### config.mk
export PLATFORM = sky130hd
export DESIGN_NAME = multicycle_ctrl
export DESIGN_NICKNAME = d
export VERILOG_FILES = /design/src/rtl/multicycle_ctrl.sv
export SDC_FILE = /design/constraint.sdc
export NUM_CORES = 1
export LEC_CHECK = 0
export ABC_AREA = 1
export CELL_PAD_IN_SITES_DETAIL_PLACEMENT = 1
export CELL_PAD_IN_SITES_GLOBAL_PLACEMENT = 2
export CORE_UTILIZATION = 25
export DETAILED_ROUTE_END_ITERATION = 10
export PLACE_DENSITY = 0.84
export SLEW_MARGIN = 40
export SYNTH_ARGS = -nofsm -noshare
export SYNTH_HDL_FRONTEND = slang
export SYNTH_SLANG_ARGS = --single-unit
### constraint.sdc
create_clock -name clk -period 2.45 [get_ports clk]
set_clock_uncertainty 0.2 [all_clocks]
set_input_delay 0.49 -clock clk [delete_from_list [all_inputs] [get_ports clk]]
set_output_delay 0.49 -clock clk [all_outputs]
set_load 0.005 [all_outputs]
### src/rtl/multicycle_ctrl.sv
// Multi-cycle sequencer for the RV32 datapath: IDLE/FETCH/DECODE/EXEC/MEM/WB/ERR.
// One unified memory port is shared by instruction fetch and load/store (req/ack).
// All outputs are combinational decodes of the state register and the live inputs.
// Optional feature: define PERF_CNT_EN to add the retired/cycles counters.
module multicycle_ctrl #(
  parameter int unsigned MEM_TIMEOUT = 256,  // 0 disables the memory watchdog
  parameter int unsigned TO_W        = 9     // 2**TO_W must exceed MEM_TIMEOUT
) (
  input  logic        clk,
  input  logic        rst_n,
  input  logic        start,
  input  logic [6:0]  opcode,
  input  logic        Branch,
  input  logic        MemRead,
  input  logic        MemWrite,
  input  logic        RegWrite,
  input  logic        br_taken,
  input  logic        mem_ack,
  output logic        mem_req,
  output logic        mem_we,
  output logic        addr_sel,
  output logic        ir_we,
  output logic        pc_we,
  output logic        pc_sel,
  output logic        rf_we,
  output logic        busy,
  output logic        err
`ifdef PERF_CNT_EN
  ,
  output logic [31:0] retired,
  output logic [31:0] cycles
`endif
);

  typedef enum logic [2:0] {
    StIdle, StFetch, StDecode, StExec, StMem, StWb, StErr
  } state_e;

  // Watchdog value seen on the last tolerated wait cycle.
  localparam logic [TO_W-1:0] WdogLast =
    TO_W'((MEM_TIMEOUT == 0) ? 0 : (MEM_TIMEOUT - 1));

  state_e          state_q, state_d;
  logic [TO_W-1:0] wdog_q, wdog_d;
  logic            mem_wait;
  logic            timeout;
  logic            legal_op;

  // Opcode legality: R-type, I-type ALU, load, store, branch.
  always_comb begin
    legal_op = 1'b0;
    case (opcode)
      7'b0110011, 7'b0010011, 7'b0000011, 7'b0100011, 7'b1100011: legal_op = 1'b1;
      default:                                                    legal_op = 1'b0;
    endcase
  end

  // Watchdog counts consecutive unacknowledged request cycles; ack beats timeout.
  always_comb begin
    mem_wait = ((state_q == StFetch) || (state_q == StMem)) && !mem_ack;
    timeout  = mem_wait && (MEM_TIMEOUT != 0) && (wdog_q == WdogLast);
    wdog_d   = mem_wait ? (wdog_q + 1'b1) : '0;
  end

  // Next-state sequencing.
  always_comb begin
    state_d = state_q;
    case (state_q)
      StIdle:   if (start) state_d = StFetch;
      StFetch: begin
        if (mem_ack)      state_d = StDecode;
        else if (timeout) state_d = StErr;
      end
      StDecode: state_d = legal_op ? StExec : StErr;
      StExec: begin
        if (Branch)                   state_d = StFetch;
        else if (MemRead || MemWrite) state_d = StMem;
        else                          state_d = StWb;
      end
      StMem: begin
        if (mem_ack)      state_d = MemWrite ? StFetch : StWb;
        else if (timeout) state_d = StErr;
      end
      StWb:     state_d = StFetch;
      StErr:    state_d = StErr;
      default:  state_d = StIdle;
    endcase
  end

  // State and watchdog registers.
  always_ff @(posedge clk or negedge rst_n) begin
    if (!rst_n) begin
      state_q <= StIdle;
      wdog_q  <= '0;
    end else begin
      state_q <= state_d;
      wdog_q  <= wdog_d;
    end
  end

  // Output decode; reset forces StIdle so every output drops immediately.
  always_comb begin
    mem_req  = 1'b0;
    mem_we   = 1'b0;
    addr_sel = 1'b0;
    ir_we    = 1'b0;
    pc_we    = 1'b0;
    pc_sel   = 1'b0;
    rf_we    = 1'b0;
    busy     = (state_q != StIdle) && (state_q != StErr);
    err      = (state_q == StErr);
    case (state_q)
      StFetch: begin
        mem_req = 1'b1;
        ir_we   = mem_ack;
      end
      StExec: begin
        pc_we  = Branch;
        pc_sel = Branch && br_taken;
      end
      StMem: begin
        mem_req  = 1'b1;
        mem_we   = MemWrite;
        addr_sel = 1'b1;
        pc_we    = mem_ack && MemWrite;
      end
      StWb: begin
        rf_we = RegWrite;
        pc_we = 1'b1;
      end
      default: ;
    endcase
  end

`ifdef PERF_CNT_EN
  logic [31:0] retired_q, cycles_q;

  // Free-running, wrapping performance counters.
  always_ff @(posedge clk or negedge rst_n) begin
    if (!rst_n) begin
      retired_q <= '0;
      cycles_q  <= '0;
    end else begin
      if (pc_we) retired_q <= retired_q + 32'd1;
      if (busy)  cycles_q  <= cycles_q + 32'd1;
    end
  end

  assign retired = retired_q;
  assign cycles  = cycles_q;
`endif

endmodule

# Yosys cells after proc, flatten, opt, wreduce, memory -nomap -nowiden
# Index checks and enable logic that the tools add are counted.
word_totals:
  reg_bits: 12
  inputBits: 16
  output_inout_bits: 9
  wordCells: 47
classes:
  add_sub_neg: 1
  eq_ne: 14
  muxes: 18
  reduce_logical: 12
op_table:
  columns: ["op", "n"]
  rows:
  - ["3-bit 2-to-1 mux", 7]
  - ["3-bit case mux with 7 select lines", 1]
  - ["7-bit by 6-bit equality test with 1-bit output (second input constant)", 2]
  - ["9-bit by 1-bit adder with 9-bit output (second input constant)", 1]
  - ["3-bit equality test (second input constant)", 3]
  - ["9-bit by 8-bit equality test with 1-bit output (second input constant)", 1]
  - ["9-bit 2-to-1 mux", 1]
  - ["1-bit 2-to-1 mux", 8]
  - ["7-bit by 2-bit equality test with 1-bit output (second input constant)", 1]
  - ["7-bit by 5-bit equality test with 1-bit output (second input constant)", 1]
  - ["7-bit equality test (second input constant)", 1]
  - ["3-bit by 2-bit equality test with 1-bit output (second input constant)", 2]
  - ["1-bit logical AND", 5]
  - ["5-bit OR reduction", 1]
  - ["3-bit by 1-bit equality test with 1-bit output (second input constant)", 1]
  - ["3-bit logical NOT", 1]
  - ["3-bit inequality test (second input constant)", 1]
  - ["1-bit case mux with 3 select lines", 1]
  - ["3-bit nonzero test", 1]
  - ["1-bit logical OR", 2]
  - ["2-bit inequality test (second input constant)", 1]
  - ["2-bit OR reduction", 1]
  - ["1-bit logical NOT", 1]

# Logic depth before layout (Yosys ltp)
logic_depth:
  depth_word: 7
  ltp_mapped: 10
  mapped_depth_nobuf: 10

# Least setup slack after synthesis
# OpenSTA, ideal clock, no wires.
synth_path:
  path_type: "register to register"
  startpoint: "register wdog_q[0]"
  endpoint: "register state_q[0]"
  setup_time_ns: 0.126
  arrival_time_ns: 1.531
  required_time_ns: 2.124
  setup_slack_ns: 0.593
  stages_incl_launch_ff: 11
  n_path_buf: 0
  synth_period_minus_slack_ns: 1.857
  cell_sequence: "dfrtp_1 > ha_1 > nand3_2 > nor4_1 > and2_1 > ha_1 > inv_1 > nand4_1 > nand2_1 > nor2_1 > nor2_1"
synth_between:
  elab_chain_cells: 5
  word_cells_on_any_way: 6
  classes_between: "eq/ne: 1; mux: 4; reduce/logical: 1"
synth_rtl:
  columns: ["item", "line", "source"]
  rows:
  - ["from (decl)", "44", "logic [TO_W-1:0] wdog_q, wdog_d;"]
  - ["from (signal assigned)", "97", "wdog_q <= wdog_d;"]
  - ["9-bit by 8-bit equality test with 1-bit output (*)", "61", "timeout = mem_wait && (MEM_TIMEOUT != 0) && (wdog_q == WdogLast);"]
  - ["1-bit logical AND (*)", "61", null]
  - ["3-bit 2-to-1 mux (*)", null, null]
  - ["3-bit 2-to-1 mux, on equally long branches", null, null]
  - ["3-bit case mux with 7 select lines (*)", null, null]
  - ["to (signal assigned)", "93", "state_q <= StIdle;"]
  - ["to (signal assigned)", "96", "state_q <= state_d;"]
  - ["to (decl)", "43", "state_e state_q, state_d;"]
# Every way passes the cells marked *; elsewhere a longest branch is shown, timed or not.
# A chain may end at the register's enable or synchronous reset.

# Worst setup path after layout
layout_path:
  startpoint: "input port MemWrite"
  endpoint: "output port mem_we"
layout_between:
  elab_chain_cells: 1
layout_rtl:
  columns: ["item", "line", "source"]
  rows:
  - ["from (decl)", "15", "input logic MemWrite,"]
  - ["1-bit 2-to-1 mux", "112", "case (state_q)"]
  - ["to (decl)", "20", "output logic mem_we,"]
# No other way between the ends.

==> results.cfg <==
[critical_path]
cp-start-kind = primary input
required_ps = 1760
ff2ff_path_depth = 10
cp.arrival_ps = 1670
worstSetupPathType = primary input to output pin
timing.rr.start = wdog_q[0]
worstPathMaxFanout = 3
regToRegEndpoint = state_q[0]
cp-end-kind = output pin
reg2reg_slack_ps = 370

[sta]
fin_crit_sh = 0.963
fmax_mhz = 424
slew_headroom = 0.621
fin_tns_setup_ps = 0
tightest_slew_ps = 567
hold_violations = 0
fin_ws_ps = 90.7
slew_viol_final = 0
hold_slack_ps = 263
grt_setup_unrepaired = false
report.final.setup_viol = 0
min_period_ps = 2360

[synthesis]
synth-compound-area-share = 0.117
synthAdderAreaFrac = 0.0297
synthCells = 108
syn-num-nets = 126
yosys.area_share.simple = 0.371
synth_area_um2 = 843
synth_top_family_by_area = simple AND/OR/NAND/NOR gates
synth.distinct_cells = 26
syn_avg_cell_area_um2 = 7.81
synthMuxAreaShare = 0
synth_warnings = 0
synthXorXnorAreaFrac = 0.0104
ys_seq_area_frac = 0.356
synth-seq-cells = 12

[drt]
drtAntennaViolNets = 0
vias_per_cell = 4.36
via_count = 789
drt_pre_antenna_iters = 4
drc = 0
wl_per_cell_um = 11.3
routed_wl_mm = 2.05
drtIter0Drc = 19

[cells_and_area]
area_growth_pct = 40.2
fin_area_mm2 = 0.00118
fin_nets = 156
final_cell_mix = clkdlybuf4s50_1, inv_1, nor2_1, nand2_1, dfrtp_1
post-route-util = 0.378
diodes = 0
drive_gt1_frac = 0.226
layout_commonest_cell = clkdlybuf4s50_1

[clock_tree]
cts_tree = yes
cts_buffers = 3
clockBufferDepth = 2
htree_levels = 1
post-cts-setup-buffers = 0
clk_pin_slew_ps = 70
cts_root_buf = clkbuf_4
cts.sinks = 12
clk_latency_ps = 270

[pwr]
p_leak_nw = 0.520
powerDensity_mw_per_mm2 = 772
ir_drop_mv = 0.402

[global_route]
grt_pass1_vias = 767
grt_pass1_wl_mm = 3.41
met2_usage = 0.217
grt-ovfl-total = 0
use_met3 = 0.0130
antenna_found_initial = 0
grt_use_total = 0.128
top_usage_layer = met2
grt_max_degree = 13
met1_usage = 0.165

[floorplan]
fp.dieH_um = 60.1
ioPinCount = 25
start_util = 0.270
core-area_mm2 = 0.00313
floorplan.die_area_mm2 = 0.00361
rows = 20
die_w_um = 60.1

[place]
gp_congestion = 0.722
dpl-instance-area_mm2 = 0.00114
dp_slack_ps = -12.3
io_buffers = 24
hpwl_mm = 1.70

[job]
drv_cap = 0

[outcome]
outcome = completed

[min_path]
hp-class = register to register
hold_end = wdog_q[0]
hold_start = wdog_q[0]
hold_depth = 1
-- cell families (layout without fill, tap and decap cells) --
logic type	Yosys count	in the layout
simple gates	57	57
buf+inv	22	51
compound gates	14	14
flops	12	12
fa+ha+maj	2	2
xor+xnor	1	1
-- how the worst max path moves through the flow --
stage / cells after the start / end / slack, ps / start
after floorplan: 10 / state_q[0] / 590 / wdog_q[0]
after global placement: 4 / pc_we / 4 / mem_ack
after detailed placement: 4 / pc_we / -10 / MemWrite
after CTS: 4 / ir_we / 30 / mem_ack
after global routing: 5 / pc_sel / 20 / state_q[0]
final: 4 / mem_we / 90 / MemWrite
-- sequential cells by signal (all words and copies together) (netlist names) --
| register | flops |
|---|---|
| state_q | 3 |
| wdog_q | 9 |
-- Yosys cell counts, drive strengths merged --
library cell	number	area, um^2
o211ai	1	7.51
and2	1	6.26
inv	20	75.1
nor4	3	18.8
dfrtp	12	300
nand3	7	40.0
buf	2	22.5
nand2	19	104
a21oi	7	53.8
nor3	4	30.0
nand4	3	18.8
xnor2	1	8.76
ha	2	25.0
o21ai	6	37.5
nor2	20	95.1
-- area by class of cell --
| class | instances | area, um^2 |
|---|---|---|
| clock buffer | 4 | 36.3 |
| fill | 387 | 1950 |
| inverter | 20 | 75.1 |
| multi-input combinational | 74 | 448 |
| sequential | 12 | 304 |
| tap | 44 | 55.1 |
| timing repair buffer | 27 | 264 |
-- power by group --
group	internal, mW	leakage, nW	switching, mW
sequential	0.233	0.159	0.0681
clock	0.0903	0.0210	0.0671
combinational	0.213	0.340	0.241
total	0.537	0.520	0.376
-- stage by stage --
stage	std cells	power, mW
3_3_place_gp	177	0.752
6_report	181	0.913
5_1_grt	181	0.991
2_1_floorplan	108	0.599
4_1_cts	181	0.925
3_5_place_dp	177	0.766
-- layer usage --
layer  share of wire  routed length, um
met5               0                  0
met4           0.015                 31
met3           0.043                 89
met2            0.46                952
met1            0.48                979
-- worst max-delay path, cell delays in order --
cell and delay, ps:
clkdlybuf4s50_1 520, inv_1 50, nor2_1 100, clkdlybuf4s50_1 500
-- repair_timing --
item,CTS,global route
setup endpoints to repair,3,4
hold buffers,0,0
resized for setup,3,3
No activity file was read; power rests on OpenSTA's default activity.
